$ cat src/rtl/seq_gen.sv
// -----------------------------------------------------------------------------
// seq_gen -- serial frame transmitter.
//
// Accepts DATA_W-bit payload words over a valid/ready handshake. For each word
// it sends one frame on ser_data, one bit per clock: the 8-bit SYNC word, MSB
// first, followed by the payload, MSB first. When no frame is in flight the
// line sits at IDLE_BIT. A frame accepted while the previous frame's last bit
// is on the line follows it with no idle gap.
//
// Parameters:
//   SYNC      sync word sent at the start of every frame
//   DATA_W    payload width in bits (1..32)
//   IDLE_BIT  line level when no frame is in flight
//
// Ports:
//   clk          in   rising-edge clock
//   rst_n        in   asynchronous active-low reset
//   data_in      in   payload word, sampled only at a handshake
//   data_valid   in   data_in is valid
//   data_ready   out  word can be accepted this cycle (registered)
//   ser_data     out  serial line (registered)
//   sync_active  out  ser_data currently carries a sync bit (registered)
//   frame_done   out  ser_data currently carries the last payload bit
// -----------------------------------------------------------------------------
module seq_gen #(
    parameter logic [7:0] SYNC     = 8'b10011001,
    parameter int         DATA_W   = 8,
    parameter logic       IDLE_BIT = 1'b0
) (
    input  logic              clk,
    input  logic              rst_n,
    input  logic [DATA_W-1:0] data_in,
    input  logic              data_valid,
    output logic              data_ready,
    output logic              ser_data,
    output logic              sync_active,
    output logic              frame_done
);

    // Counter must index both the 8 sync bits and the DATA_W payload bits.
    localparam int CNT_W = (DATA_W > 8) ? $clog2(DATA_W) : 3;

    typedef enum logic [1:0] {
        ST_IDLE,
        ST_SYNC,
        ST_PAYLOAD
    } state_t;

    // state/cnt describe the bit that will be put on the line at the next edge;
    // the outputs are registered copies of what that edge produced.
    state_t              state, state_n;
    logic [CNT_W-1:0]    cnt, cnt_n;
    logic [DATA_W-1:0]   shreg, shreg_n;
    logic                ser_n, sync_n, done_n, ready_n;
    logic                accept;

    assign accept = data_valid && data_ready;

    // NOTE: every variable assigned below gets a default first, so no path
    // through the case can leave one unassigned and infer a latch.
    always_comb begin
        state_n = state;
        cnt_n   = cnt;
        shreg_n = shreg;
        ser_n   = IDLE_BIT;
        sync_n  = 1'b0;
        done_n  = 1'b0;
        ready_n = 1'b0;

        unique case (state)
            ST_IDLE: begin
                ready_n = 1'b1;
                if (accept) begin
                    shreg_n = data_in;
                    state_n = ST_SYNC;
                    ready_n = 1'b0;
                    // frame_done high means the previous frame's last bit is on
                    // the line right now: start the sync word on this very edge
                    // so back-to-back frames have no idle gap. From a true idle
                    // line the first sync bit follows one cycle later.
                    if (frame_done) begin
                        ser_n  = SYNC[7];
                        sync_n = 1'b1;
                        cnt_n  = CNT_W'(6);
                    end else begin
                        cnt_n  = CNT_W'(7);
                    end
                end
            end

            ST_SYNC: begin
                ser_n  = SYNC[cnt[2:0]];
                sync_n = 1'b1;
                if (cnt == '0) begin
                    state_n = ST_PAYLOAD;
                    cnt_n   = CNT_W'(DATA_W - 1);
                end else begin
                    cnt_n   = cnt - 1'b1;
                end
            end

            ST_PAYLOAD: begin
                ser_n   = shreg[DATA_W-1];
                shreg_n = shreg << 1;
                if (cnt == '0) begin
                    // Last payload bit: open the handshake for the cycle it is
                    // on the line so the next word can follow immediately.
                    done_n  = 1'b1;
                    ready_n = 1'b1;
                    state_n = ST_IDLE;
                    cnt_n   = '0;
                end else begin
                    cnt_n   = cnt - 1'b1;
                end
            end

            default: begin
                state_n = ST_IDLE;
                cnt_n   = '0;
            end
        endcase
    end

    // NOTE: sequential state uses non-blocking assignments so every register
    // samples the pre-edge values, independent of statement order.
    always_ff @(posedge clk or negedge rst_n) begin
        if (!rst_n) begin
            state       <= ST_IDLE;
            cnt         <= '0;
            // NOTE: the payload register is cleared too, so no stale word from an
            // aborted frame can ever reach the line after reset.
            shreg       <= '0;
            ser_data    <= IDLE_BIT;
            sync_active <= 1'b0;
            frame_done  <= 1'b0;
            data_ready  <= 1'b0;
        end else begin
            state       <= state_n;
            cnt         <= cnt_n;
            shreg       <= shreg_n;
            ser_data    <= ser_n;
            sync_active <= sync_n;
            frame_done  <= done_n;
            data_ready  <= ready_n;
        end
    end

endmodule

$ cat config.mk
export PLATFORM = sky130hd
export DESIGN_NAME = seq_gen
export DESIGN_NICKNAME = d
export VERILOG_FILES = /design/src/rtl/seq_gen.sv
export SDC_FILE = /design/constraint.sdc
export NUM_CORES = 1
export LEC_CHECK = 0
export BUFFER_PORTS_ARGS = -buffer_cell sky130_fd_sc_hd__buf_4
export CORE_MARGIN = 2
export CORE_UTILIZATION = 55
export CTS_BUF_LIST = sky130_fd_sc_hd__clkbuf_4
export DETAILED_ROUTE_END_ITERATION = 10
export HOLD_SLACK_MARGIN = 0.02
export PLACE_DENSITY = 0.75
export SETUP_SLACK_MARGIN = 0.3
export SYNTH_ARGS = -nofsm -noshare
export SYNTH_HDL_FRONTEND = slang
export SYNTH_SLANG_ARGS = --single-unit
$ cat constraint.sdc
create_clock -name clk -period 2 [get_ports clk]
set_clock_uncertainty 0.15 [all_clocks]
set_input_delay 0.4 -clock clk [delete_from_list [all_inputs] [get_ports clk]]
set_output_delay 0.4 -clock clk [all_outputs]
set_load 0.02 [all_outputs]
==> reports/qor.txt, run 1 <==
STATUS
--------------------------------------------------------------------------------------------------------
Result of the run                                                                           complete, no violations

FINAL LAYOUT
--------------------------------------------------------------------------------------------------------
Sequential cell area in the final layout                                                         425 µm²
Fill cell total of the finished layout                                                               114
Post-route design area                                                                       0.00106 mm²
Proportion of layout cells with a drive suffix above 1                                             0.389
Non-filler cells in the finished layout                                                              111
Number of inserted diodes                                                                              0
Footprint of the multi-input gates                                                               445 µm²
Post-synthesis to final-layout area growth                                                         17.3%
Nets                                                                                                 109

PWR
--------------------------------------------------------------------------------------------------------
Relative contribution of sequential cells to total power                                           0.415
Peak supply drop                                                                              0.000714 V
Static Leak                                                                                     0.484 nW
Design Power                                                                                     1.47 mW
Net load switching power                                                                        0.530 mW
Internal power                                                                                  0.940 mW
Power per Cell Area                                                                          1380 mW/mm²
Proportion of total power due to net switching                                                     0.361
Clock network fraction of total power                                                              0.132
Logic gate share of total power                                                                    0.453

DIE
--------------------------------------------------------------------------------------------------------
Number of I/O pins                                                                                    15
Total number of placement rows                                                                        14
Total Die Area                                                                               0.00199 mm²
Effective utilization at floorplan                                                                 0.594
Die width                                                                                        44.6 µm
Die Y                                                                                            44.6 µm
Std-Cell Core Area                                                                           0.00152 mm²

CLOCK TREE
--------------------------------------------------------------------------------------------------------
CTS Sinks                                                                                             17
H-tree levels                                                                                          1
Maximum number of buffers from clock root to sink                                                      2
Clock tree from TritonCTS                                                                           done
Clock insertion delay at the later pin of the skew report                                        0.28 ns
Post-CTS clock slew at the launch and capture registers of the worst setup and hold paths        0.10 ns
Clk root buf                                                                                sky130_fd_sc_hd__clkbuf_4
Total CTS buffers                                                                                      3

STA
--------------------------------------------------------------------------------------------------------
Setup Total Neg Slack                                                                               0 ns
Number of pins exceeding their max-slew limit in the final report                                      0
Number of endpoints with negative hold slack in the final report                                       0
Actual slew at the worst max-slew pin                                                           0.346 ns
Final worst path period need                                                                     1.60 ns
RSZ-0062 raised after global routing                                                                  no
Max Clock Freq                                                                                   625 MHz
Share of the clock period used by the worst path                                                   0.800
Setup violations, final                                                                                0
Worst hold slack                                                                                0.314 ns
Worst rel slew slack                                                                               0.769

CRITICAL PATH
--------------------------------------------------------------------------------------------------------
Stage delay of the slowest cell on the critical path                                             0.43 ns
Crit path cell chain                                                                        nor2b_4, mux2_4, mux2_2
Critical-path cell with the highest stage delay                                             sky130_fd_sc_hd__dfrtp_1
Critical-path maximum fanout                                                                           9
Classification of the worst setup path                                                        reg -> reg
Kind of end point of the critical path                                                         flip-flop
Startpoint type of the worst setup path                                                        flip-flop
Required time at the worst-slack endpoint                                                        2.02 ns
Data arrival time of the critical path                                                           1.63 ns
CP top delay family                                                                         multiplexers
Setup slack of the worst register-to-register path                                               0.40 ns
Number of buffer and inverter instances along the worst setup path                                     0

ROUTE
--------------------------------------------------------------------------------------------------------
Remaining routing DRC violations                                                                       0
Total number of vias                                                                                 645
Via-per-instance ratio                                                                              5.81
Post-detailed-route wirelength per cell                                                          13.8 µm
Detailed-routing iteration count for the pre-antenna-repair pass                                       4
Detailed-route wire length                                                                       1.53 mm
Drt first-iter violations                                                                              8
Post-DRT Antenna Nets                                                                                  0

GLOBAL ROUTING
--------------------------------------------------------------------------------------------------------
Global-route wire length before repair                                                           2.66 mm
Met1 track utilization from global routing                                                         0.242
Gr ovfl total                                                                                          0
Met2 capacity usage during global routing                                                          0.293
Largest net degree at the start of global routing                                                     18
Met3 layer usage reported by global route                                                         0.0490
Top Usage Layer GRT                                                                                 met2
Antenna violations before repair                                                                       0
GRT Total Usage                                                                                    0.188
Number of global-route vias before repair                                                            592

PLACE
--------------------------------------------------------------------------------------------------------
Placer's final routability congestion estimate                                                     0.804
Half-perimeter wire length after detailed placement                                              1.09 mm
Post-placement cell count                                                                            106
Input/output buffers                                                                                  14
Post-placement cell area                                                                     0.00102 mm²

SYNTH
--------------------------------------------------------------------------------------------------------
Simple logic cell fraction of the synthesized area                                                 0.126
Seq cells post-synth                                                                                  17
Number of synthesized flops with an enable pin                                                         0
Seq/Total Area, Yosys                                                                              0.470
Largest family of logic cells by synthesized area                                           multiplexers
Cells after Synth                                                                                     78
Synth Area in Adders                                                                              0.0276
Distinct cell type count after synthesis                                                              29
Fraction of synthesized cell area in xor and xnor cells                                                0
Post-Synthesis Net Count                                                                              91
Portion of netlist area occupied by mux cells                                                      0.203
Compound-cell area share of the yosys netlist                                                      0.133
Synthesized area per cell                                                                       11.6 µm²
Cell area after synthesis                                                                        906 µm²
Most instantiated flip-flop cell in the synthesis netlist                                   sky130_fd_sc_hd__dfrtp_1
Number of warnings reported in the yosys synthesis log                                                 0
Share of synthesized registers carrying an async set or reset                                       1.00

RUN
--------------------------------------------------------------------------------------------------------
Max-cap violations                                                                                     0

HOLD PATH
--------------------------------------------------------------------------------------------------------
Hold crit path type                                                                            in -> reg

power by group through the flow:
stage / clock network (mW) / logic [mW] / registers (mW)
after detailed placement: 0 / 0.664 / 0.617
final: 0.194 / 0.666 / 0.610
after global routing: 0.215 / 0.750 / 0.631
after global placement: 0 / 0.649 / 0.606
after CTS: 0.198 / 0.667 / 0.608
after floorplan: 0 / 0.492 / 0.624
worst min-delay path, stage by stage:
cell                     delay [ns]
sky130_fd_sc_hd__buf_4         0.08
sky130_fd_sc_hd__mux2_4        0.12
sky130_fd_sc_hd__mux2_2        0.13
path summary, 6_finish.rpt:
check | cells past startpoint | startpoint | to
setup / recovery | 3 | state[0] | shreg[6]
max in group asynchronous | 2 | rst_n | cnt[1]
setup reg to reg | 3 | state[0] | shreg[6]
min in group asynchronous | 2 | rst_n | state[1]
hold / removal | 3 | data_in[2] | shreg[2]
hold reg to reg | 1 | shreg[5] | shreg[5]
metal layers:
metal  vias up  routed length, µm
li1        314                  -
met1       313                750
met2        16                705
met3         2                 64
met4         0                 10
met5         -                  0
cell usage after synthesis (2+ instances only):
cell,number,area (µm²)
sky130_fd_sc_hd__dfrtp_1,17,425
sky130_fd_sc_hd__mux2_2,7,78.8
sky130_fd_sc_hd__mux2_4,7,105
sky130_fd_sc_hd__a21oi_1,5,25.0
sky130_fd_sc_hd__nand2_1,5,18.8
sky130_fd_sc_hd__o21ai_1,4,20.0
sky130_fd_sc_hd__inv_1,3,11.3
sky130_fd_sc_hd__nor2_1,3,11.3
sky130_fd_sc_hd__a211oi_1,2,15.0
sky130_fd_sc_hd__and4b_1,2,20.0
sky130_fd_sc_hd__clkbuf_1,2,7.51
sky130_fd_sc_hd__ha_1,2,25.0
sky130_fd_sc_hd__nand3b_1,2,15.0
sky130_fd_sc_hd__o21ai_0,2,10.0
through the flow:
stage | setup slack, ns | util
floorplan | 0.447 | -
global placement | 0.435 | 0.669
detailed placement | 0.413 | 0.669
CTS | 0.401 | 0.695
global route | 0.318 | 0.697
finish | 0.399 | 0.697
logic make-up (layout without fill, tap and decap cells):
kind of cell | Yosys count | after routing
compound gates | 19 | 19
fa+ha+maj | 2 | 2
simple gates | 19 | 19
buf+inv | 7 | 24
flops | 17 | 17
mux | 14 | 14
cells in the final DEF, fill, tap and decap left out:
| master | instances |
|---|---|
| sky130_fd_sc_hd__a31oi_1 | 1 |
| sky130_fd_sc_hd__nand2b_1 | 1 |
| sky130_fd_sc_hd__and4b_1 | 2 |
| sky130_fd_sc_hd__o31ai_1 | 1 |
| sky130_fd_sc_hd__nor2_2 | 1 |
| sky130_fd_sc_hd__nor2b_2 | 1 |
| sky130_fd_sc_hd__nand2_1 | 5 |
| sky130_fd_sc_hd__a211oi_1 | 2 |
| sky130_fd_sc_hd__mux2_2 | 7 |
| sky130_fd_sc_hd__nor2_1 | 3 |
| sky130_fd_sc_hd__o21ai_1 | 4 |
| sky130_fd_sc_hd__a21oi_1 | 5 |
| sky130_fd_sc_hd__inv_1 | 3 |
| sky130_fd_sc_hd__and2_1 | 1 |
| sky130_fd_sc_hd__o211ai_1 | 1 |
| sky130_fd_sc_hd__o2bb2ai_1 | 1 |
| sky130_fd_sc_hd__nor2b_4 | 1 |
| sky130_fd_sc_hd__a311o_1 | 1 |
| sky130_fd_sc_hd__mux2_4 | 7 |
| sky130_fd_sc_hd__dfrtp_1 | 17 |
| sky130_fd_sc_hd__nand3b_1 | 2 |
| sky130_fd_sc_hd__nor3_1 | 1 |
| sky130_fd_sc_hd__nand3_1 | 1 |
| sky130_fd_sc_hd__clkbuf_4 | 4 |
| sky130_fd_sc_hd__o211a_1 | 1 |
| sky130_fd_sc_hd__o21ai_0 | 2 |
| sky130_fd_sc_hd__dlygate4sd3_1 | 1 |
| sky130_fd_sc_hd__buf_4 | 16 |
| sky130_fd_sc_hd__ha_1 | 2 |
what timing repair did:
item	in CTS	in global routing
setup buffers	0	0
endpoints found under the setup margin	0	1
hold buffers	1	0
gates resized for setup	0	1
endpoints found under the hold margin	17	0
cell type report:
class / count / area share
Multi-Input combinational cell: 54 / 0.419
Inverter: 3 / 0.0106
Clock buffer: 4 / 0.0283
Timing Repair Buffer: 17 / 0.122
Tap cell: 16 / 0.0188
Sequential cell: 17 / 0.400
state kept, by name, summed over array words and instances (netlist names):
register	cells
shreg	8
cnt	3
state	2
data_ready	1
frame_done	1
ser_data	1
sync_active	1
Power figures use the tool's default switching activity.
==> run 2, diff against run 1 <==
Settings changed: CORE_UTILIZATION 55 to 51, PLACE_DENSITY 0.75 to 0.73.
Clock period 2 ns to 1.32 ns, I/O delays scaled along.
==> run 2 against run 1 <==
  * The flow now finishes with violations (setup timing)
  * Cell count increased by 17%
  * Worst setup slack got worse by 0.60 ns
  * Clock power increased by 54%
  * Design area increased by 27%
  * Core utilization increased by 10 points
  * Total power increased by 100%
  * Register-to-register slack got worse by 0.60 ns
  * Largest power group unchanged
==> reports/qor.txt, run 2 (synthesized netlist as in run 1, its figures left out) <==
GLOBAL ROUTING
--------------------------------------------------------------------------------------------------------
Number of global-route vias before repair                                                            798   +35%
Largest net degree at the start of global routing                                                     18   unchanged
GRT Total Usage                                                                                    0.235   +0.0467
Antenna violations before repair                                                                       0   unchanged
Global-route wire length before repair                                                           3.39 mm   +28%
Gr ovfl total                                                                                          0   unchanged

ROUTE
--------------------------------------------------------------------------------------------------------
Post-detailed-route wirelength per cell                                                          16.9 µm   +23%
Post-DRT Antenna Nets                                                                                  0   unchanged
Drt first-iter violations                                                                              9   +1
Detailed-route wire length                                                                       2.20 mm   +44%
Via-per-instance ratio                                                                              5.75   -1.1%
Detailed-routing iteration count for the pre-antenna-repair pass                                       4   unchanged
Remaining routing DRC violations                                                                       0   unchanged
Total number of vias                                                                                 747   +16%

FINAL LAYOUT
--------------------------------------------------------------------------------------------------------
Proportion of layout cells with a drive suffix above 1                                             0.628   +0.239
Most frequent cells in the layout                                                           23 x sky130_fd_sc_hd__buf_4, 16 x sky130_fd_sc_hd__dfrtp_1, 14 x sky130_fd_sc_hd__mux2_4
Number of flip-flops in the largest register                                                           8   unchanged
Post-route design area                                                                       0.00135 mm²   +27%
Number of inserted diodes                                                                              0   unchanged
Most common cell after layout, fill and taps aside                                          sky130_fd_sc_hd__buf_4
Register bank with the most flops                                                                  shreg
Post-synthesis to final-layout area growth                                                         49.3%
Fill cell total of the finished layout                                                               108   -5.3%
Final core occ                                                                                     0.801   +0.104
Nets                                                                                                 127   +17%
Largest registers in the final layout                                                       shreg: 8 flops, cnt: 3 flops, state: 2 flops

HOLD PATH
--------------------------------------------------------------------------------------------------------
Critical hold path startpoint                                                                 data_in[4]
Hold depth                                                                                             3   unchanged
Hold crit path type                                                                            in -> reg
Hold Path End                                                                                   shreg[4]

STA
--------------------------------------------------------------------------------------------------------
Share of the clock period used by the worst path                                                    1.16   +0.355
Number of pins exceeding their max-slew limit in the final report                                      0   unchanged
Max Clock Freq                                                                                   656 MHz   +5.0%
Final worst path period need                                                                     1.52 ns   -0.0759 ns
RSZ-0062 raised after global routing                                                                 yes
Number of endpoints with negative hold slack in the final report                                       0   unchanged
Worst rel slew slack                                                                               0.795   +0.0260
Post-route setup slack                                                                         -0.205 ns   -0.604 ns
Actual slew at the worst max-slew pin                                                           0.307 ns   -0.0390 ns
Setup violations, final                                                                               15   +15
Setup Total Neg Slack                                                                           -2.00 ns   -2.00 ns

PWR
--------------------------------------------------------------------------------------------------------
Logic gate share of total power                                                                    0.582   +0.129
Relative contribution of sequential cells to total power                                           0.318   -0.097
Static Leak                                                                                     0.617 nW   +28%
Net load switching power                                                                         1.09 mW   +110%
Internal power                                                                                   1.88 mW   +100%
Design Power                                                                                     2.97 mW   +100%
Power per Cell Area                                                                          2200 mW/mm²   +59%
Peak supply drop                                                                               0.00127 V   +78%
Proportion of total power due to net switching                                                     0.367   +0.00590
Clock network fraction of total power                                                              0.101   -0.031

CLOCK TREE
--------------------------------------------------------------------------------------------------------
Clock insertion delay at the later pin of the skew report                                        0.29 ns   about the same
Clk root buf                                                                                sky130_fd_sc_hd__clkbuf_4
Post-CTS clock slew at the launch and capture registers of the worst setup and hold paths        0.09 ns   about the same
Maximum number of buffers from clock root to sink                                                      2   unchanged
Clock tree from TritonCTS                                                                           done
H-tree levels                                                                                          1   unchanged
Total CTS buffers                                                                                      3   unchanged
CTS Sinks                                                                                             17   unchanged

CRITICAL PATH
--------------------------------------------------------------------------------------------------------
Setup slack of the worst register-to-register path                                              -0.20 ns   -0.60 ns
Kind of end point of the critical path                                                         flip-flop
Classification of the worst setup path                                                        reg -> reg
Data arrival time of the critical path                                                           1.56 ns   -0.07 ns
Length in cells of the worst reg-to-reg path                                                           4   +1
Critical-path maximum fanout                                                                           3   -6
Worst reg2reg path endpoint                                                                     shreg[2]
Startpoint type of the worst setup path                                                        flip-flop
Startpoint of the worst register-to-register path                                               state[0]
Required time at the worst-slack endpoint                                                        1.35 ns   -0.67 ns
Critical Path Source                                                                            state[0]

DIE
--------------------------------------------------------------------------------------------------------
Die width                                                                                        46.1 µm   +3.5%
Number of I/O pins                                                                                    15   unchanged
Die Y                                                                                            46.1 µm   +3.5%
Std-Cell Core Area                                                                           0.00169 mm²   +11%
Effective utilization at floorplan                                                                 0.536   -0.0581
Total Die Area                                                                               0.00213 mm²   +7.1%
Total number of placement rows                                                                        15   +1

PLACE
--------------------------------------------------------------------------------------------------------
Half-perimeter wire length after detailed placement                                              1.44 mm   +32%
Input/output buffers                                                                                  14   unchanged
Post-placement cell area                                                                     0.00115 mm²   +13%
Placer's final routability congestion estimate                                                     0.744   -7.4%

STATUS
--------------------------------------------------------------------------------------------------------
Violated checks                                                                             setup timing
Result of the run                                                                           finished, violations left

RUN
--------------------------------------------------------------------------------------------------------
Max-cap violations                                                                                     0   unchanged

run 2: worst max-delay path by stage:
stage	to	slack, ns	cells after the start
2_1_floorplan	shreg[6]	-0.22	5
3_3_place_gp	shreg[6]	-0.20	3
3_5_place_dp	shreg[6]	-0.23	3
4_1_cts	shreg[2]	-0.20	4
5_1_grt	shreg[3]	-0.24	4
6_report	shreg[2]	-0.20	4
run 2: repair_timing:
item / CTS / global route
pin swaps: 0 / 1
resized for setup: 18 / 11
setup endpoints to repair: 21 / 21
buffers inserted: 5 / 2
hold buffers: 1 / 0
endpoints found under the hold margin: 17 / 0
run 2: power groups by stage:
stage	registers, mW	logic [mW]	clock network, mW
3_5_place_dp	0.940	1.36	0
6_report	0.945	1.73	0.299
5_1_grt	0.966	1.86	0.332
2_1_floorplan	0.961	0.894	0
3_3_place_gp	0.914	1.30	0
4_1_cts	0.938	1.56	0.309
run 2: stage by stage:
step	std cells	setup WS, ns	hold slack (ns)
after floorplan	78	-0.218	-0.182
after global placement	118	-0.204	-0.0116
after detailed placement	118	-0.233	-0.00607
after CTS	128	-0.201	0.167
after global routing	130	-0.235	0.161
final	130	-0.205	0.171
run 2: layout make-up:
cell class                 instances  area, µm²  area share
sequential                        17        427       0.315
inverter                           3       11.3     0.00833
multi-input combinational         54        548       0.405
tap                               17       21.3      0.0157
clock buffer                       4       30.0      0.0222
timing repair buffer              35        315       0.233
run 2: routing by layer:
layer	GRT usage	vias to the layer above	wire length (µm)
li1	-	352	-
met1	0.266	371	933
met2	0.403	17	1150
met3	0.0588	7	71
met4	0.120	0	51
met5	0	-	0
run 2: worst max-delay path, cell delays in order (launching register included):
cell and delay (ns):
sky130_fd_sc_hd__dfrtp_1 0.42, sky130_fd_sc_hd__nor2b_4 0.14, sky130_fd_sc_hd__buf_4 0.15, sky130_fd_sc_hd__mux2_4 0.30, sky130_fd_sc_hd__mux2_4 0.26
